==> config.mk <==
export PLATFORM = sky130hd
export DESIGN_NAME = piso_bit_serializer
export DESIGN_NICKNAME = d
export VERILOG_FILES = /design/src/rtl/piso_bit_serializer.sv
export SDC_FILE = /design/constraint.sdc
export NUM_CORES = 1
export LEC_CHECK = 0
export CAP_MARGIN = 20
export CORE_MARGIN = 8
export CORE_UTILIZATION = 45
export DETAILED_ROUTE_END_ITERATION = 12
export PLACE_DENSITY_LB_ADDON = 0.15
export SETUP_SLACK_MARGIN = 0.3
export SLEW_MARGIN = 10
export SYNTH_ARGS = -nofsm -noshare
export SYNTH_HDL_FRONTEND = slang
export SYNTH_SLANG_ARGS = --single-unit
==> constraint.sdc <==
create_clock -name clk -period 2 [get_ports clk]
set_input_delay 0.3 -clock clk [delete_from_list [all_inputs] [get_ports clk]]
set_output_delay 0.3 -clock clk [all_outputs]
set_load 0.005 [all_outputs]
==> src/rtl/piso_bit_serializer.sv <==
// Parallel-in/serial-out stage: accepts WIDTH-bit words on a valid/ready handshake and
// emits them one bit per clock, streaming consecutive words with no gap cycle.
module piso_bit_serializer #(
  parameter int WIDTH     = 8,
  parameter bit MSB_FIRST = 1'b1,
  parameter bit IDLE_BIT  = 1'b0
) (
  input  logic             clk,
  input  logic             rst,
  input  logic             load_valid,
  input  logic [WIDTH-1:0] load_data,
  output logic             load_ready,
  output logic             sout,
  output logic             sout_valid,
  output logic             busy,
  output logic             done
);

  localparam int CW = $clog2(WIDTH);
  localparam logic [CW-1:0] LAST = CW'(WIDTH - 1);

  typedef enum logic {IDLE, SHIFT} state_t;

  state_t           state, state_next;
  logic [WIDTH-1:0] sr, sr_next;
  logic [CW-1:0]    cnt, cnt_next;
  logic             at_last;
  logic             accept;

  always_ff @(posedge clk or posedge rst) begin
    if (rst) begin
      state <= IDLE;
      sr    <= '0;
      cnt   <= '0;
    end else begin
      state <= state_next;
      sr    <= sr_next;
      cnt   <= cnt_next;
    end
  end

  always_comb begin
    state_next = state;
    sr_next    = sr;
    cnt_next   = cnt;
    at_last    = (state == SHIFT) && (cnt == LAST);
    accept     = load_valid && ((state == IDLE) || at_last);
    if (accept) begin
      state_next = SHIFT;
      sr_next    = load_data;
      cnt_next   = '0;
    end else if (state == SHIFT) begin
      // Shift on the final bit too so the register drains to zero; cnt holds at LAST.
      sr_next = MSB_FIRST ? {sr[WIDTH-2:0], 1'b0} : {1'b0, sr[WIDTH-1:1]};
      if (at_last) begin
        state_next = IDLE;
      end else begin
        cnt_next = cnt + CW'(1);
      end
    end
  end

  always_comb begin
    load_ready = 1'b1;
    sout       = IDLE_BIT;
    sout_valid = 1'b0;
    busy       = 1'b0;
    done       = 1'b0;
    if (state == SHIFT) begin
      sout_valid = 1'b1;
      busy       = 1'b1;
      sout       = MSB_FIRST ? sr[WIDTH-1] : sr[0];
      done       = (cnt == LAST);
      load_ready = (cnt == LAST);
    end
  end

endmodule
==> results.json <==
{
  "outcome": "completed",
  "fill_cells": 113,
  "clk-insertion-delay-late_ns": 0.26,
  "ys.warnings.count": 0,
  "ctsHoldBuffers": 0,
  "cts_tree": "built",
  "synthSimpleGateAreaFrac_pct": 15.8,
  "area_growth_pct": 29.3,
  "hold_viol": 0,
  "synthesis.area_um2": 619,
  "die-area_mm2": 0.00282,
  "postRouteAntennaNets": 0,
  "synth_compound_area_share_pct": 19.8,
  "drt_iter0_drc": 8,
  "cts_buffers": 3,
  "setup_tns_ns": 0,
  "crit_path_top_delay_cell": "dfrtp_1",
  "worst_pin_slew_ns": 0.455,
  "vias": 474,
  "hold_class": "in2async",
  "min_period_over_period_pct": 81.9,
  "cp_cell_sequence": "ha_2, ha_2, and2_1, clkdlybuf4s15_1",
  "grt_pass1_wl_mm": 2.01,
  "path_clk_slew_ns": 0.08,
  "gp_congestion": 0.659,
  "path_buf_inv": 1,
  "initial_core_util_pct": 47.6,
  "cts_root_buf": "clkbuf_4",
  "wl_per_cell_um": 14.0,
  "cpMostUsedCell": "ha_2",
  "synth_top_family_by_area": "compound AO/OA/AOI/OAI gates",
  "die_y_um": 53.1,
  "cp_max_fo": 3,
  "fin_total_pwr_mw": 0.947,
  "critPathLaunch": "cnt[0]",
  "layout_common_cells": "clkdlybuf4s50_1 (13), dfrtp_1 (11), nand2_1 (8), buf_4 (5), inv_1 (4)",
  "vias_per_cell": 5.27,
  "io_pins": 16,
  "p_leak_nw": 0.372,
  "drive_gt1_share_pct": 20.0,
  "fp.coreArea_mm2": 0.00130,
  "synth_edf_count": 0,
  "first_pass_iters": 4,
  "final_common_cell": "clkdlybuf4s50_1",
  "synthFlopType": "dfrtp_1",
  "ys_seq_area_share_pct": 48.5,
  "cp.required_ns": 1.70,
  "htreeDepth": 1,
  "crit_type": "reg2out",
  "maxCapViolCount": 0,
  "io_buffers": 15,
  "setup_viol_count_final": 0,
  "drc_errors": 0,
  "crit_family": "flip-flops",
  "antenna_found_initial": 0,
  "rsz0062_at_grt": "no",
  "finalClockSkew_ns": 0.00249,
  "ys_ff_latch": 12,
  "syn_inst": 57,
  "r2r-start": "cnt[0]",
  "core.rowCount": 13,
  "arrival_ns": 1.34,
  "fin_crit_ns": 1.64,
  "relSlewSlack_pct": 69.6,
  "wl_mm": 1.26,
  "dp_hpwl_um": 939,
  "syn_avg_cell_area_um2": 10.9,
  "synth_cell_types": 21,
  "die_x_um": 53.1,
  "grt_overflow": 0,
  "async_flop_share_pct": 100,
  "drv_slew": 0,
  "p_per_area_mw_per_mm2": 1180,
  "cts_max_path_buffers": 2,
  "max_freq_mhz": 610,
  "vdd_drop_max_mv": 0.626,
  "worstSetupStartpointType": "flop",
  "critPathMaxStageDelay_ns": 0.39,
  "grt_max_degree": 16,
  "nets": 90,
  "syn_nets": 70,
  "worst_setup_path_end_kind": "primary output",
  "gr-usage-all-layers_pct": 9.66,
  "synth.area.mux_share_pct": 1.62,
  "diodes": 0,
  "synth_xor_xnor_area_share_pct": 0,
  "synthAdderAreaFrac_pct": 4.04,
  "cts.sinks": 12,
  "grt_pass1_vias": 448
}
[worst paths after layout]
check	slack (ns)	endpoint	cells past startpoint
min in group clk	0.47	sr[7]	2
hold / removal	0.33	sr[3]	2
setup reg to reg	0.47	sr[6]	6
max in group asynchronous	1.33	state	2
hold reg to reg	0.47	sr[7]	2
setup / recovery	0.36	done	4
[layout make-up]
| class | instances | area [um^2] | share of cell area (%) |
|---|---|---|---|
| clock buffer | 3 | 22.5 | 2.81 |
| sequential | 12 | 302 | 37.7 |
| inverter | 4 | 15.0 | 1.88 |
| tap | 15 | 18.8 | 2.34 |
| multi-input combinational | 36 | 260 | 32.5 |
| timing repair buffer | 20 | 183 | 22.8 |
[Yosys cell counts, types with 2 or more instances]
cell type  count  area [um^2]
a32oi_1        3         26.3
ha_1           2         25.0
nor2b_1        3         18.8
buf_4          3         22.5
inv_1          4         15.0
nand3b_1       2         15.0
a211o_1        3         26.3
nand2b_1       2         12.5
nand2_1        8         30.0
dfrtp_1       12          300
and2_1         2         12.5
o221a_2        3         33.8
o21ai_0        2         10.0
[where the power goes]
group	switching (mW)	leakage [nW]	internal, mW
Sequential	0.0528	0.152	0.334
Clock	0.0777	0.0138	0.0695
Combinational	0.185	0.206	0.227
Total	0.316	0.372	0.631
[kinds of logic (layout without fill, tap and decap cells)]
family / Yosys count / after routing
flops: 12 / 12
fa+ha+maj: 2 / 2
compound gates: 14 / 14
simple gates: 19 / 19
buf+inv: 9 / 27
mux: 1 / 1
[layer usage]
layer,GRT usage (%),wire [um]
met5,0,0
met1,11.7,556
met4,6.30,13
met3,3.36,106
met2,14.1,580
[through the flow]
step           hold WS [ns]  instance area (um^2)  std cells  util (%)  setup slack (ns)
2_1_floorplan         0.165                   619         57         -             0.504
3_3_place_gp          0.457                   754         84      58.0             0.313
3_5_place_dp          0.464                   754         84      58.0             0.281
4_1_cts               0.352                   806         90      61.9             0.305
5_1_grt               0.388                   801         90      61.5             0.311
6_report              0.333                   801         90      61.5             0.362
[state kept, by name, indices dropped and copies added (netlist names)]
| name | count |
|---|---|
| state | 1 |
| sr | 8 |
| cnt | 3 |
[worst register-to-register path, cell delays in order (launching register included)]
cell and delay, ns:
dfrtp_1 0.36, ha_2 0.17, ha_2 0.18, nand2b_1 0.13, buf_4 0.20, nand2_1 0.11
o221a_2 0.27
[timing repair]
action	in CTS	in global routing
cloned	0	0
resized for setup	7	1
buffers inserted	3	0
pin swaps	0	0
endpoints found under the setup margin	5	1
Note: power is estimated with default switching activity, not from simulation.
